**src/rtl/mac_pkg.sv**
```systemverilog
// mac_pkg: shared constants for the multiply-accumulate datapath.
//   DW_DEF    - default operand width
//   ACC_W_DEF - default accumulator / result width (must be >= 2*DW)
//   CNT_W_DEF - default accumulated-term counter width
//   SH_W      - width of the result right-shift control
package mac_pkg;
  localparam int DW_DEF    = 8;
  localparam int ACC_W_DEF = 20;
  localparam int CNT_W_DEF = 8;
  localparam int SH_W      = 2;
endpackage

```
**src/rtl/mac_mult_stage.sv**
```systemverilog
// mac_mult_stage: stage-1 registered multiplier.
// Ports:
//   clk  - clock, rising edge
//   rst  - asynchronous active-low reset
//   ld   - operand pair valid this cycle
//   a, b - unsigned operands (DW bits)
//   p_q  - registered product, zero-extended to ACC_W bits
//   p_v  - p_q holds a product loaded on the previous edge
module mac_mult_stage
  import mac_pkg::*;
#(
  parameter int DW    = DW_DEF,
  parameter int ACC_W = ACC_W_DEF
) (
  input  logic             clk,
  input  logic             rst,
  input  logic             ld,
  input  logic [DW-1:0]    a,
  input  logic [DW-1:0]    b,
  output logic [ACC_W-1:0] p_q,
  output logic             p_v
);

  logic [2*DW-1:0] prod;

  // Full-width unsigned product of the current operand pair.
  always_comb begin
    prod = a * b;
  end

  // Capture the product on ld; the valid flag follows ld every cycle.
  always_ff @(posedge clk or negedge rst) begin
    if (!rst) begin
      p_q <= {ACC_W{1'b0}};
      p_v <= 1'b0;
    end else begin
      p_v <= ld;
      if (ld) begin
        p_q <= ACC_W'(prod);
      end else begin
        p_q <= p_q;
      end
    end
  end

endmodule

```
**src/rtl/mac_accum.sv**
```systemverilog
// mac_accum: pipelined multiply-accumulate stage for the matrix-multiply engine.
// Build option: MAC_ACC_SAT_EN - when defined, an accumulator carry-out
// saturates the sum to all-ones; otherwise the sum wraps. The overflow flag
// is raised on carry-out in both builds.
// Ports:
//   clk       - clock, rising edge
//   rst       - asynchronous active-low reset
//   ld        - operand pair valid this cycle
//   clr       - finish current element and restart accumulation
//   a, b      - unsigned operands (DW bits)
//   sh        - logical right shift applied to the result, sampled with clr
//   out_valid - one-cycle pulse, out_* fields valid
//   out_data  - finished (shifted) element
//   out_cnt   - number of products in out_data
//   out_ovf   - accumulator overflowed during this element
module mac_accum
  import mac_pkg::*;
#(
  parameter int DW    = DW_DEF,
  parameter int ACC_W = ACC_W_DEF,
  parameter int CNT_W = CNT_W_DEF
) (
  input  logic             clk,
  input  logic             rst,
  input  logic             ld,
  input  logic             clr,
  input  logic [DW-1:0]    a,
  input  logic [DW-1:0]    b,
  input  logic [SH_W-1:0]  sh,
  output logic             out_valid,
  output logic [ACC_W-1:0] out_data,
  output logic [CNT_W-1:0] out_cnt,
  output logic             out_ovf
);

  logic [ACC_W-1:0] p_q;
  logic             p_v;

  logic [ACC_W-1:0] acc;
  logic [CNT_W-1:0] cnt;
  logic             ovf;

  logic [ACC_W-1:0] addend;
  logic [ACC_W:0]   sum;
  logic             carry;
  logic [ACC_W-1:0] fin;
  logic [CNT_W-1:0] cnt_next;

  mac_mult_stage #(
    .DW    (DW),
    .ACC_W (ACC_W)
  ) u_mult (
    .clk (clk),
    .rst (rst),
    .ld  (ld),
    .a   (a),
    .b   (b),
    .p_q (p_q),
    .p_v (p_v)
  );

  // Next accumulator value including any pending product, with the
  // overflow policy applied to the carry-out.
  always_comb begin
    if (p_v) begin
      addend = p_q;
    end else begin
      addend = {ACC_W{1'b0}};
    end
    sum      = {1'b0, acc} + {1'b0, addend};
    carry    = sum[ACC_W];
    cnt_next = cnt + CNT_W'(p_v);
`ifdef MAC_ACC_SAT_EN
    if (carry) begin
      fin = {ACC_W{1'b1}};
    end else begin
      fin = sum[ACC_W-1:0];
    end
`else
    fin = sum[ACC_W-1:0];
`endif
  end

  // Accumulate, and on clr emit the element while restarting from zero.
  // A product loaded in the clr cycle is still in stage 1, so it lands in
  // the next element automatically.
  always_ff @(posedge clk or negedge rst) begin
    if (!rst) begin
      acc       <= {ACC_W{1'b0}};
      cnt       <= {CNT_W{1'b0}};
      ovf       <= 1'b0;
      out_valid <= 1'b0;
      out_data  <= {ACC_W{1'b0}};
      out_cnt   <= {CNT_W{1'b0}};
      out_ovf   <= 1'b0;
    end else begin
      out_valid <= 1'b0;
      if (clr) begin
        out_data  <= fin >> sh;
        out_cnt   <= cnt_next;
        out_ovf   <= ovf | carry;
        out_valid <= 1'b1;
        acc       <= {ACC_W{1'b0}};
        cnt       <= {CNT_W{1'b0}};
        ovf       <= 1'b0;
      end else if (p_v) begin
        acc <= fin;
        cnt <= cnt_next;
        ovf <= ovf | carry;
      end else begin
        acc <= acc;
        cnt <= cnt;
        ovf <= ovf;
      end
    end
  end

endmodule
```
**config.mk**
```make
export PLATFORM = sky130hd
export DESIGN_NAME = mac_accum
export DESIGN_NICKNAME = d
export VERILOG_FILES = /design/src/rtl/mac_pkg.sv /design/src/rtl/mac_mult_stage.sv /design/src/rtl/mac_accum.sv
export SDC_FILE = /design/constraint.sdc
export NUM_CORES = 1
export LEC_CHECK = 0
export BUFFER_PORTS_ARGS = -buffer_cell sky130_fd_sc_hd__buf_2
export CELL_PAD_IN_SITES_DETAIL_PLACEMENT = 0
export CELL_PAD_IN_SITES_GLOBAL_PLACEMENT = 2
export CORE_MARGIN = 2
export CORE_UTILIZATION = 36
export DETAILED_ROUTE_END_ITERATION = 7
export GPL_ROUTABILITY_DRIVEN = 0
export PLACE_DENSITY = 0.78
export SLEW_MARGIN = 15
export SYNTH_ARGS = -nofsm -noshare
export SYNTH_HDL_FRONTEND = slang
export SYNTH_HIERARCHICAL = 1
export SYNTH_SLANG_ARGS = --single-unit
```
**constraint.sdc**
```tcl
create_clock -name clk -period 3.5 [get_ports clk]
set_input_delay 0.7 -clock clk [delete_from_list [all_inputs] [get_ports clk]]
set_output_delay 0.7 -clock clk [all_outputs]
set_load 0.05 [all_outputs]
```
==> results of run 1 <==
## kinds of logic after synthesis
kind of cell | count (synthesis) | share of synthesized area [%]
XOR/XNOR | 38 | 5.04
multiplexers | 58 | 9.51
adder cells (fa/ha/maj) | 95 | 22.2
flip-flops | 76 | 28.8
other | 1 | 0.0568
AND/OR/NAND/NOR | 222 | 16.8
AO/OA/AOI/OAI | 116 | 12.3
buffers and inverters | 85 | 5.30
## where the power goes
group	internal [W]	switching [W]	total, W
clock network	0.000701	0.000374	0.00108
registers	0.00108	0.000106	0.00119
logic	0.00126	0.00155	0.00281
total	0.00304	0.00203	0.00507
## worst min path at each step
stage | start | endpoint | slack (ns) | cells after the start
final | u_mult/p_q[10] | u_mult/p_q[10] | 0.49 | 1
after global routing | out_data[10] | out_data[10] | 0.51 | 1
after CTS | u_mult/p_q[10] | u_mult/p_q[10] | 0.49 | 1
after detailed placement | out_data[12] | out_data[12] | 0.48 | 2
after global placement | out_data[4] | out_data[4] | 0.46 | 1
after floorplan | rst | acc[0] | 0.40 | 0
## cells in the mapped netlist, drive strengths merged (2+ instances only)
| master | number | area (um^2) |
|---|---|---|
| a31o | 2 | 17.5 |
| nand2b | 4 | 25.0 |
| a21oi | 38 | 209 |
| mux2i | 38 | 380 |
| a21boi | 2 | 18.8 |
| a22o | 3 | 26.3 |
| o2111ai | 3 | 26.3 |
| o221ai | 3 | 26.3 |
| fa | 37 | 741 |
| buf | 14 | 83.8 |
| o2bb2ai | 2 | 17.5 |
| nor2 | 53 | 199 |
| o21ai | 20 | 100 |
| clkbuf | 14 | 52.6 |
| inv | 57 | 214 |
| nand2 | 52 | 195 |
| and2 | 68 | 428 |
| xor2 | 17 | 149 |
| or3 | 4 | 25.0 |
| a21o | 11 | 83.8 |
| xnor2 | 21 | 184 |
| a2111oi | 2 | 36.3 |
| o211ai | 8 | 70.1 |
| nor2b | 5 | 31.3 |
| and3 | 8 | 50.1 |
| a221oi | 2 | 17.5 |
| nand4 | 8 | 50.1 |
| ha | 58 | 726 |
| o211a | 2 | 20.0 |
| nor3 | 9 | 45.0 |
| a211oi | 7 | 57.6 |
| nand3 | 7 | 35.0 |
| dfrtp | 76 | 1900 |
| mux2 | 19 | 221 |
| or2 | 2 | 12.5 |
| a31oi | 5 | 31.3 |
## timing repair
| action | in CTS | in global routing |
|---|---|---|
| hold buffers | 0 | 0 |
| resized for setup | 22 | 16 |
| gates cloned | 0 | 0 |
| endpoints found under the setup margin | 11 | 11 |
| pin swaps | 12 | 6 |
| endpoints found under the hold margin | 0 | 0 |
| setup buffers | 1 | 1 |
## layer usage
layer | share of wire [%] | GRT usage (%) | wire [um]
met3 | 3.0 | 2.13 | 415
met1 | 47 | 19.3 | 6540
met4 | 1.7 | 5.00 | 235
met5 | 0 | 0 | 0
met2 | 48 | 25.6 | 6590
## final cells by class
type | count | share of cell area, %
multi-input cells | 533 | 57.0
well taps | 229 | 3.59
repair buffers | 100 | 8.54
inverters | 57 | 2.68
clock buffers | 9 | 2.82
clock inverters | 7 | 1.52
flip-flops and latches | 76 | 23.9
## flip-flops by register name, indices dropped and copies added (netlist names)
register    cells
ovf             1
out_data       20
u_mult/p_v      1
acc            20
out_ovf         1
u_mult/p_q     16
cnt             8
out_cnt         8
out_valid       1
## per-stage QoR
| step | utilization, % | total power (W) | cells | instance area, um^2 |
|---|---|---|---|---|
| 5_1_grt | 44.4 | 0.00547 | 1011 | 7970 |
| 3_5_place_dp | 41.5 | 0.00384 | 993 | 7460 |
| 6_report | 44.4 | 0.00507 | 1011 | 7970 |
| 3_3_place_gp | 41.5 | 0.00382 | 993 | 7460 |
| 4_1_cts | 44.0 | 0.00504 | 1010 | 7910 |
| 2_1_floorplan | - | 0.00312 | 694 | 6690 |
## layout by cell type, fill, tap and decap left out, types with 33 or more instances in the layout
cell type  netlist  layout
and2_1          67      58
dfrtp_1         76      75
ha_1            58      51
buf_2            1      45
mux2i_1         38      38
fa_1            37      33
inv_1           56      51
buf_4            4      47
nand2_1         52      52
nor2_1          53      53
==> qor.yml, run 1 <==
worstHoldPathType: "reg -> reg"
grt_pass1_wl_um: 24300
cp_common_cell: "fa_1"
finalSetupViolCount: 10
antenna_found_initial: 0
syn-cell-area_um2: 6610
numCtsBuffers: 9
fin_ws_ns: -0.532
min_period_ns: 4.03
clk_path_buf_depth: 2
cp-startpoint: "b[2]"
drv_slew: 0
syn_to_final_growth_pct: 20.7
die_area_um2: 19500
worstPathArrival_ns: 4.25
cpPeakStageDelay_ns: 0.55
hold_viol_final: 0
drive_gt1_share_pct: 23.7
crit_cells: 16
hpwl_um: 10800
startpoint_type: "input port"
finClkSkew_ns: 0.00865
diodes: 0
grt_pass1_vias: 5209
r2r_cells: 11
rsz0062_at_grt: "yes"
dp_slack_ns: -0.888
clock.fmax_mhz: 248
outcome: "finished with violations"
die_w_um: 139
grt_max_degree: 77
cp_cell_sequence: "buf_8 > and2_4 > fa_1 > inv_2 > fa_1 > inv_1 > fa_1 > inv_1 > fa_1 > inv_2 > ha_4 > o211ai_4 > o211ai_2 > a31oi_1 > xnor2_1 > mux2_4"
whs_ns: 0.491
synth_edf_count: 0
min_period_over_period_pct: 115
cpMaxStageDelayCell: "fa_1"
synth.yosys.seq_area_share_pct: 28.8
syn_inst: 691
tns_ns: -3.64
crit_end: "u_mult/p_q[14]"
endpoint_kind: "register"
top_level_ports: 52
multiInputGateArea_um2: 4540
clock_latency_ns: 0.34
regToRegSetupSlack_ns: 0.18
yosysWarningCount: 6
cts-root-buf: "clkbuf_16"
wire_per_inst_um: 13.6
cp_data_required_time_ns: 3.72
drt_first_pass_iters: 4
ys_seq_elements: 76
regArea_um2: 1900
critPathMaxFanout: 4
ctsHtreeMaxLevel: 3
powerDensity_nw_per_um2: 636
criticalPathCategory: "in -> reg"
clk_pin_slew_ns: 0.06
slew_headroom_pct: 37.8
tightest_slew_ns: 0.933
max_cap_viol_count: 0
cts_sinks: 76
vias: 5001
cts_tree: "yes"
drt-total-wl_um: 13800
via_per_inst: 4.95
leakagePower_nw: 3.99
initial_core_util_pct: 36.8
port_buffers: 51
path_buf_inv: 5
gr-total-overflow: 0
final_nets: 894
die-height_um: 139
rows: 49
first_iter_violations: 161
postSynthAreaPerCell_um2: 9.56
r2r_start: "u_mult/p_v"
synthFlopType: "dfrtp_1"
coreArea_um2: 18000
async_flop_share_pct: 100
synth.distinct_cells: 60
track_usage_pct: 14.9
ir_drop_uv: 415
failed_checks: "setup timing"
nFillCells: 1760
postRouteAntennaNets: 0
drcViolationCount: 0
r2r-end: "out_data[14]"
critical_path.top_delay_family: "adder cells"
No activity file was read; power rests on OpenSTA's default activity.
==> run 2: changes to the inputs <==
Settings changed: ABC_AREA set to 1, CORE_UTILIZATION 36 to 32.
==> run 2 against run 1 <==
The run still ends with setup timing left. Register-to-register slack better by 0.59 ns. Count of clock-buffer cells in the layout stayed put. Final cell count is 35% higher. First-iteration DRC count is 76% higher. Worst hold slack worse by 0.016 ns. Wire length is 26% higher. Critical path depth is 4 higher. Flip-flop and latch count stayed put. Critical path type unchanged. Largest cell class unchanged.
==> qor.yml, run 2 <==
yosysWarningCount: 6  # unchanged
cts_tree: "yes"
synth.yosys.seq_area_share_pct: 27.1  # -1.7 points
drt-total-wl_um: 17400  # +26%
coreArea_um2: 21700  # +21%
finalSetupViolCount: 9  # -1
wire_per_inst_um: 12.7  # -6.4%
outcome: "finished with violations"
powerDensity_nw_per_um2: 627  # -1.4%
gr-total-overflow: 0  # unchanged
tightest_slew_ns: 0.960  # +0.0270 ns
port_buffers: 51  # unchanged
drv_slew: 0  # unchanged
whs_ns: 0.476  # -0.0156 ns
synth_common_cells: "nand2_1 (339), inv_1 (204), nand3_1 (100)"
ys_seq_elements: 76  # unchanged
rows: 54  # +10%
syn-cell-area_um2: 7020  # +6.3%
worstPathArrival_ns: 3.94  # -0.31 ns
cp-startpoint: "b[4]"
die_w_um: 152  # +9.1%
initial_core_util_pct: 32.4  # -4.4 points
reg_top3: "acc x20, out_data x20, u_mult/p_q x16"
yosysTopAreaCellShare_pct: 27.1  # -1.7 points
clk_path_buf_depth: 2  # unchanged
die_area_um2: 23100  # +19%
holdBufCountCts: 0  # unchanged
antenna_found_initial: 0  # unchanged
endpoint_kind: "register"
die-height_um: 152  # +9.1%
min_period_over_period_pct: 106  # -9.1 points
r2r_start: "u_mult/p_v"
ir_drop_uv: 248  # -40%
drive_gt1_share_pct: 16.2  # -7.5 points
leakagePower_nw: 4.99  # +25%
tns_ns: -1.35  # +2.29 ns
drcViolationCount: 0  # unchanged
cts_sinks: 76  # unchanged
synthFlopType: "dfrtp_1"
final_nets: 1199  # +34%
min_from: "out_data[18]"
async_flop_share_pct: 100  # unchanged
vias: 6225  # +24%
postRouteAntennaNets: 0  # unchanged
cts-root-buf: "clkbuf_16"
hpwl_um: 14200  # +31%
top_level_ports: 52  # unchanged
final_cell_mix: "nand2_1 (321), inv_1 (193), nand3_1 (96)"
grt_pass1_wl_um: 30900  # +27%
synth.distinct_cells: 34  # -43%
critPathMaxFanout: 6  # +2
clk_pin_slew_ns: 0.06  # about the same
hold_viol_final: 0  # unchanged
via_per_inst: 4.55  # -7.9%
failed_checks: "setup timing"
drt_first_pass_iters: 4  # unchanged
rsz0062_at_grt: "yes"
diodes: 0  # unchanged
first_iter_violations: 284  # +76%
worstHoldPathType: "reg -> reg"
startpoint_type: "input port"
criticalPathCategory: "in -> reg"
syn_to_final_growth_pct: 20.0
synth.area.top_cells: "dfrtp_1 (27%), nand2_1 (18%), inv_1 (11%), fa_1 (11%), ha_1 (10%)"
synth_top_area_cell: "dfrtp_1"
max_cap_viol_count: 0  # unchanged
finClkSkew_ns: 0.00749  # -0.00116 ns
track_usage_pct: 16.1  # +1.2 points
fin_ws_ns: -0.213  # +0.319 ns
grt_max_degree: 77  # unchanged
clock_latency_ns: 0.34  # about the same
nFillCells: 2377  # +35%
postSynthAreaPerCell_um2: 6.92  # -28%
mostFrequentLayoutCell: "nand2_1"
yosysMostFrequentCell: "nand2_1"
clock.fmax_mhz: 269  # +8.6%
syn_inst: 1014  # +47%
final_core_utilization_pct: 38.9  # -5.5 points
ctsHtreeMaxLevel: 3  # unchanged
synth_edf_count: 0  # unchanged
slew_headroom_pct: 36.0  # -1.8 points
cp_data_required_time_ns: 3.73  # about the same
numCtsBuffers: 9  # unchanged
grt_pass1_vias: 6442  # +24%
min_period_ns: 3.71  # -0.319 ns
==> run 2: cell count changes after synthesis, sizes merged, moves of 13 or more <==
cell   change
xnor2     -14
mux2i     -37
nor2      -18
nand2    +288
mux2      -19
and2      -67
inv      +150
o21ai     +13
nand3     +96
==> run 2: worst max-delay path: stages <==
cell	delay (ns)
buf_8	0.11
nand2_2	0.06
inv_2	0.03
fa_1	0.52
inv_1	0.05
fa_1	0.49
inv_2	0.04
fa_1	0.47
inv_1	0.05
fa_1	0.49
inv_2	0.05
ha_4	0.30
nand2_4	0.08
nor2_4	0.12
and2_1	0.12
nand2_1	0.06
nand3_1	0.06
nand2_1	0.05
nand3_1	0.06
nand2_1	0.05
==> run 2: timing repair <==
item / 4_1_cts / 5_1_grt
resized for setup: 46 / 21
pin swaps: 23 / 8
setup endpoints to repair: 10 / 11
setup buffers: 0 / 1
==> run 2: logic make-up after synthesis <==
family / Yosys count / synth area share (%)
AND/OR/NAND/NOR: 495 / 29.3
flip-flops: 76 / 27.1
AO/OA/AOI/OAI: 86 / 7.22
multiplexers: 1 / 0.143
buffers and inverters: 245 / 13.5
XOR/XNOR: 15 / 1.87
other: 1 / 0.0534
adder cells (fa/ha/maj): 95 / 20.9
==> run 2: power breakdown <==
part	switching [W]	leakage, nW	internal (W)
Sequential	0.000118	0.989	0.00110
Combinational	0.00190	3.85	0.00115
Clock	0.000391	0.156	0.000629
Total	0.00240	4.99	0.00288
==> run 2: cell type report <==
type                    instances  area, um^2  area share (%)
repair buffers                 92         636            7.54
flip-flops and latches         76        1900            22.6
inverters                     207         777            9.22
clock inverters                 7        98.8            1.17
well taps                     280         350            4.16
clock buffers                   9         225            2.67
multi-input cells             696        4440            52.7
==> run 2: worst paths after layout <==
kind / to / slack (ns) / depth (start not counted)
worst min register to register: out_data[18] / 0.48 / 2
min in group asynchronous: out_cnt[5] / 0.51 / 1
worst max-delay path: u_mult/p_q[15] / -0.21 / 20
worst min-delay path: out_data[18] / 0.48 / 2
max in group asynchronous: acc[8] / 2.37 / 1
worst max register to register: out_data[7] / 0.77 / 12
==> run 2: metal layers <==
metal | share of wire, % | vias to the layer above | global-route usage, %
li1 | - | 3256 | -
met1 | 51 | 2885 | 22.8
met2 | 45 | 76 | 26.1
met3 | 2.7 | 8 | 2.22
met4 | 0.81 | 0 | 3.43
met5 | 0 | - | 0
==> run 2: through the flow <==
step                      std cells  area, um^2  power (W)  worst slack (ns)
after global placement         1350        7870    0.00407            -0.608
after CTS                      1366        8350    0.00526            -0.198
after floorplan                1017        7190    0.00330            -0.459
after detailed placement       1350        7870    0.00407            -0.631
after global routing           1367        8430    0.00581            -0.375
final                          1367        8430    0.00529            -0.213
==> run 3: changes to the inputs <==
Settings changed: SYNTH_HIERARCHICAL 1 to not set.
==> run 3 against run 2 <==
The flow still finishes with violations (setup timing). Non-clock buffer count grew 24. Global-route usage rose by 2.4 points. Setup slack got worse by 0.15 ns. Flip-flop and latch count is the same. Count of clock-buffer cells in the layout is 1 higher. Die area down 4.4%. Core utilization up 2.6 points. Synthesized area decreased by 4.5%. Sequential share of layout area shrank 0.093 points. Register-to-register slack got worse by 0.06 ns. Wire length rose by 7.9%. Via count down 1.8%.
==> qor.yml, run 3 <==
via_per_inst: 4.66  # +2.4%
die_w_um: 149  # -2.2%
initial_core_util_pct: 32.8  # +0.45 points
syn_to_final_growth_pct: 26.2
synth_top_area_cell: "dfrtp_1"
final_nets: 1149  # -4.2%
criticalPathCategory: "in -> reg"
leakagePower_nw: 4.78  # -4.1%
ys_seq_elements: 76  # unchanged
powerDensity_nw_per_um2: 647  # +3.1%
cts_sinks: 76  # unchanged
outcome: "finished with violations"
worstHoldPathType: "in -> async"
final_cell_mix: "nand2_1 (274), inv_1 (166), nand3_1 (88)"
diodes: 0  # unchanged
clk_pin_slew_ns: 0.06  # about the same
track_usage_pct: 18.5  # +2.4 points
min_period_over_period_pct: 110  # +4.4 points
synthFlopType: "dfrtp_1"
finClkSkew_ns: 0.00697  # -0.000514 ns
yosysWarningCount: 0  # -6
regToRegSetupSlack_ns: 0.71  # -0.06 ns
ctsHtreeMaxLevel: 3  # unchanged
reg_top3: "acc x20, out_data x20, u_mult.p_q x16"
cp_data_required_time_ns: 3.74  # about the same
cts_tree: "yes"
slew_headroom_pct: 57.5  # +22 points
clock_latency_ns: 0.35  # about the same
fin_ws_ns: -0.367  # -0.154 ns
cpMaxStageDelayCell: "fa_1"
cp_cell_sequence: "buf_8 > nand2_4 > inv_2 > fa_1 > inv_1 > fa_1 > inv_1 > fa_1 > inv_1 > fa_1 > inv_2 > ha_4 > a21oi_4 > o21ai_2 > a21oi_2 > o21ai_2 > or2_4 > nand3_2 > nand2_1"
nFillCells: 2232  # -6.1%
failed_checks: "setup timing"
grt_pass1_wl_um: 32400  # +5.0%
critPathMaxFanout: 4  # -2
syn-cell-area_um2: 6710  # -4.5%
ir_drop_uv: 240  # -3.1%
finalSetupViolCount: 9  # unchanged
synth_edf_count: 0  # unchanged
first_iter_violations: 259  # -8.8%
port_buffers: 51  # unchanged
async_flop_share_pct: 100  # unchanged
coreArea_um2: 20400  # -5.8%
synth.distinct_cells: 34  # unchanged
die-height_um: 149  # -2.2%
numCtsBuffers: 9  # unchanged
cp_common_cell: "fa_1"
startpoint_type: "input port"
placed_cell_area_um2: 7800  # -0.87%
grt_pass1_vias: 6279  # -2.5%
synth.yosys.seq_area_share_pct: 28.4  # +1.3 points
drcViolationCount: 0  # unchanged
dp_slack_ns: -0.807  # -0.176 ns
top_level_ports: 52  # unchanged
max_cap_viol_count: 0  # unchanged
total_power_w: 0.00548  # +3.6%
mostFrequentLayoutCell: "nand2_1"
tns_ns: -2.82  # -1.47 ns
drt_first_pass_iters: 5  # +1
rsz0062_at_grt: "yes"
grt_max_degree: 43  # -44%
tightest_slew_ns: 0.637  # -0.323 ns
worstPathArrival_ns: 4.11  # +0.17 ns
die_area_um2: 22100  # -4.4%
cts-root-buf: "clkbuf_16"
drt-total-wl_um: 18800  # +7.9%
synth_common_cells: "nand2_1 (290), inv_1 (178), nand3_1 (93)"
postSynthAreaPerCell_um2: 7.10  # +2.6%
postRouteAntennaNets: 0  # unchanged
endpoint_kind: "register"
synth.area.top_cells: "dfrtp_1 (28%), nand2_1 (16%), fa_1 (11%), ha_1 (10%), inv_1 (10%)"
hold_viol_final: 0  # unchanged
drv_slew: 0  # unchanged
syn-num-nets: 1057
yosysTopAreaCellShare_pct: 28.4  # +1.3 points
postLayoutCellArea_um2: 8460  # +0.42%
drive_gt1_share_pct: 20.0  # +3.8 points
clk_path_buf_depth: 2  # unchanged
min_period_ns: 3.87  # +0.154 ns
vias: 6114  # -1.8%
hpwl_um: 15000  # +5.5%
syn_inst: 944  # -6.9%
holdBufCountCts: 0  # unchanged
clock.fmax_mhz: 259  # -4.0%
wire_per_inst_um: 14.3  # +12%
whs_ns: 0.346  # -0.130 ns
yosysMostFrequentCell: "nand2_1"
rows: 52  # -3.7%
antenna_found_initial: 0  # unchanged
gr-total-overflow: 0  # unchanged
cpPeakStageDelay_ns: 0.53  # about the same
-- run 3: cell types whose count changed after synthesis, sizes merged, moves of 3 or more --
cell and change:
buf -5, ha -4, inv -28, nand2 -50, nand3 -9, nor3 +3
o21ai +12, o21bai +3, xor2 +3
-- run 3: critical path, delay by kind of cell --
family,cells,cell delay (ns)
compound gates,4,0.47
fa+ha+maj,5,2.20
buf+inv,6,0.34
simple gates,4,0.38
-- run 3: final cells by class --
type                    instances  area, um^2  share of cell area, %
flip-flops and latches         76        1900                   22.5
well taps                     270         338                   3.99
clock inverters                 6        70.1                  0.828
repair buffers                116         858                   10.1
clock buffers                  10         239                   2.82
inverters                     180         678                   8.01
multi-input cells             653        4380                   51.7
-- run 3: power breakdown --
group	leakage (nW)	total (W)	internal [W]	switching [W]
logic	3.64	0.00328	0.00134	0.00195
registers	0.993	0.00122	0.00109	0.000125
clock network	0.153	0.000976	0.000578	0.000399
total	4.78	0.00548	0.00301	0.00247
-- run 3: routing by layer --
layer / track usage, % / up-vias / routed length [um] / share of wire, %
li1: - / 3124 / - / -
met1: 28.4 / 2885 / 10100 / 54
met2: 27.3 / 95 / 7820 / 42
met3: 2.87 / 10 / 753 / 4.0
met4: 3.76 / 0 / 147 / 0.78
met5: 0 / - / 0 / 0
-- run 3: kinds of logic after synthesis --
| group | after synthesis | synth area share, % |
|---|---|---|
| compound gates | 104 | 8.84 |
| xor+xnor | 19 | 2.48 |
| fa+ha+maj | 91 | 21.1 |
| buf+inv | 215 | 12.2 |
| flops | 76 | 28.4 |
| simple gates | 439 | 27.0 |
-- run 3: path summary, 6_finish.rpt --
path                            startpoint              to  cells after the start
worst max register to register  u_mult.p_v     out_data[5]                     14
min in group clk                out_cnt[0]      out_cnt[0]                      2
worst min register to register  out_cnt[0]      out_cnt[0]                      2
max in group asynchronous              rst    out_data[19]                      2
worst min-delay path                   rst   u_mult.p_q[1]                      1
worst max-delay path                  b[2]  u_mult.p_q[10]                     19
-- run 3: per-stage QoR --
step / std cells / utilization [%]
2_1_floorplan: 944 / -
3_3_place_gp: 1289 / 38.2
3_5_place_dp: 1289 / 38.2
4_1_cts: 1310 / 41.0
5_1_grt: 1311 / 41.4
6_report: 1311 / 41.4
-- run 3: repair_timing --
item,4_1_cts,5_1_grt
gates resized for setup,57,29
pin swaps,29,16
endpoints found under the setup margin,10,11
hold endpoints to repair,0,0
setup buffers,5,1
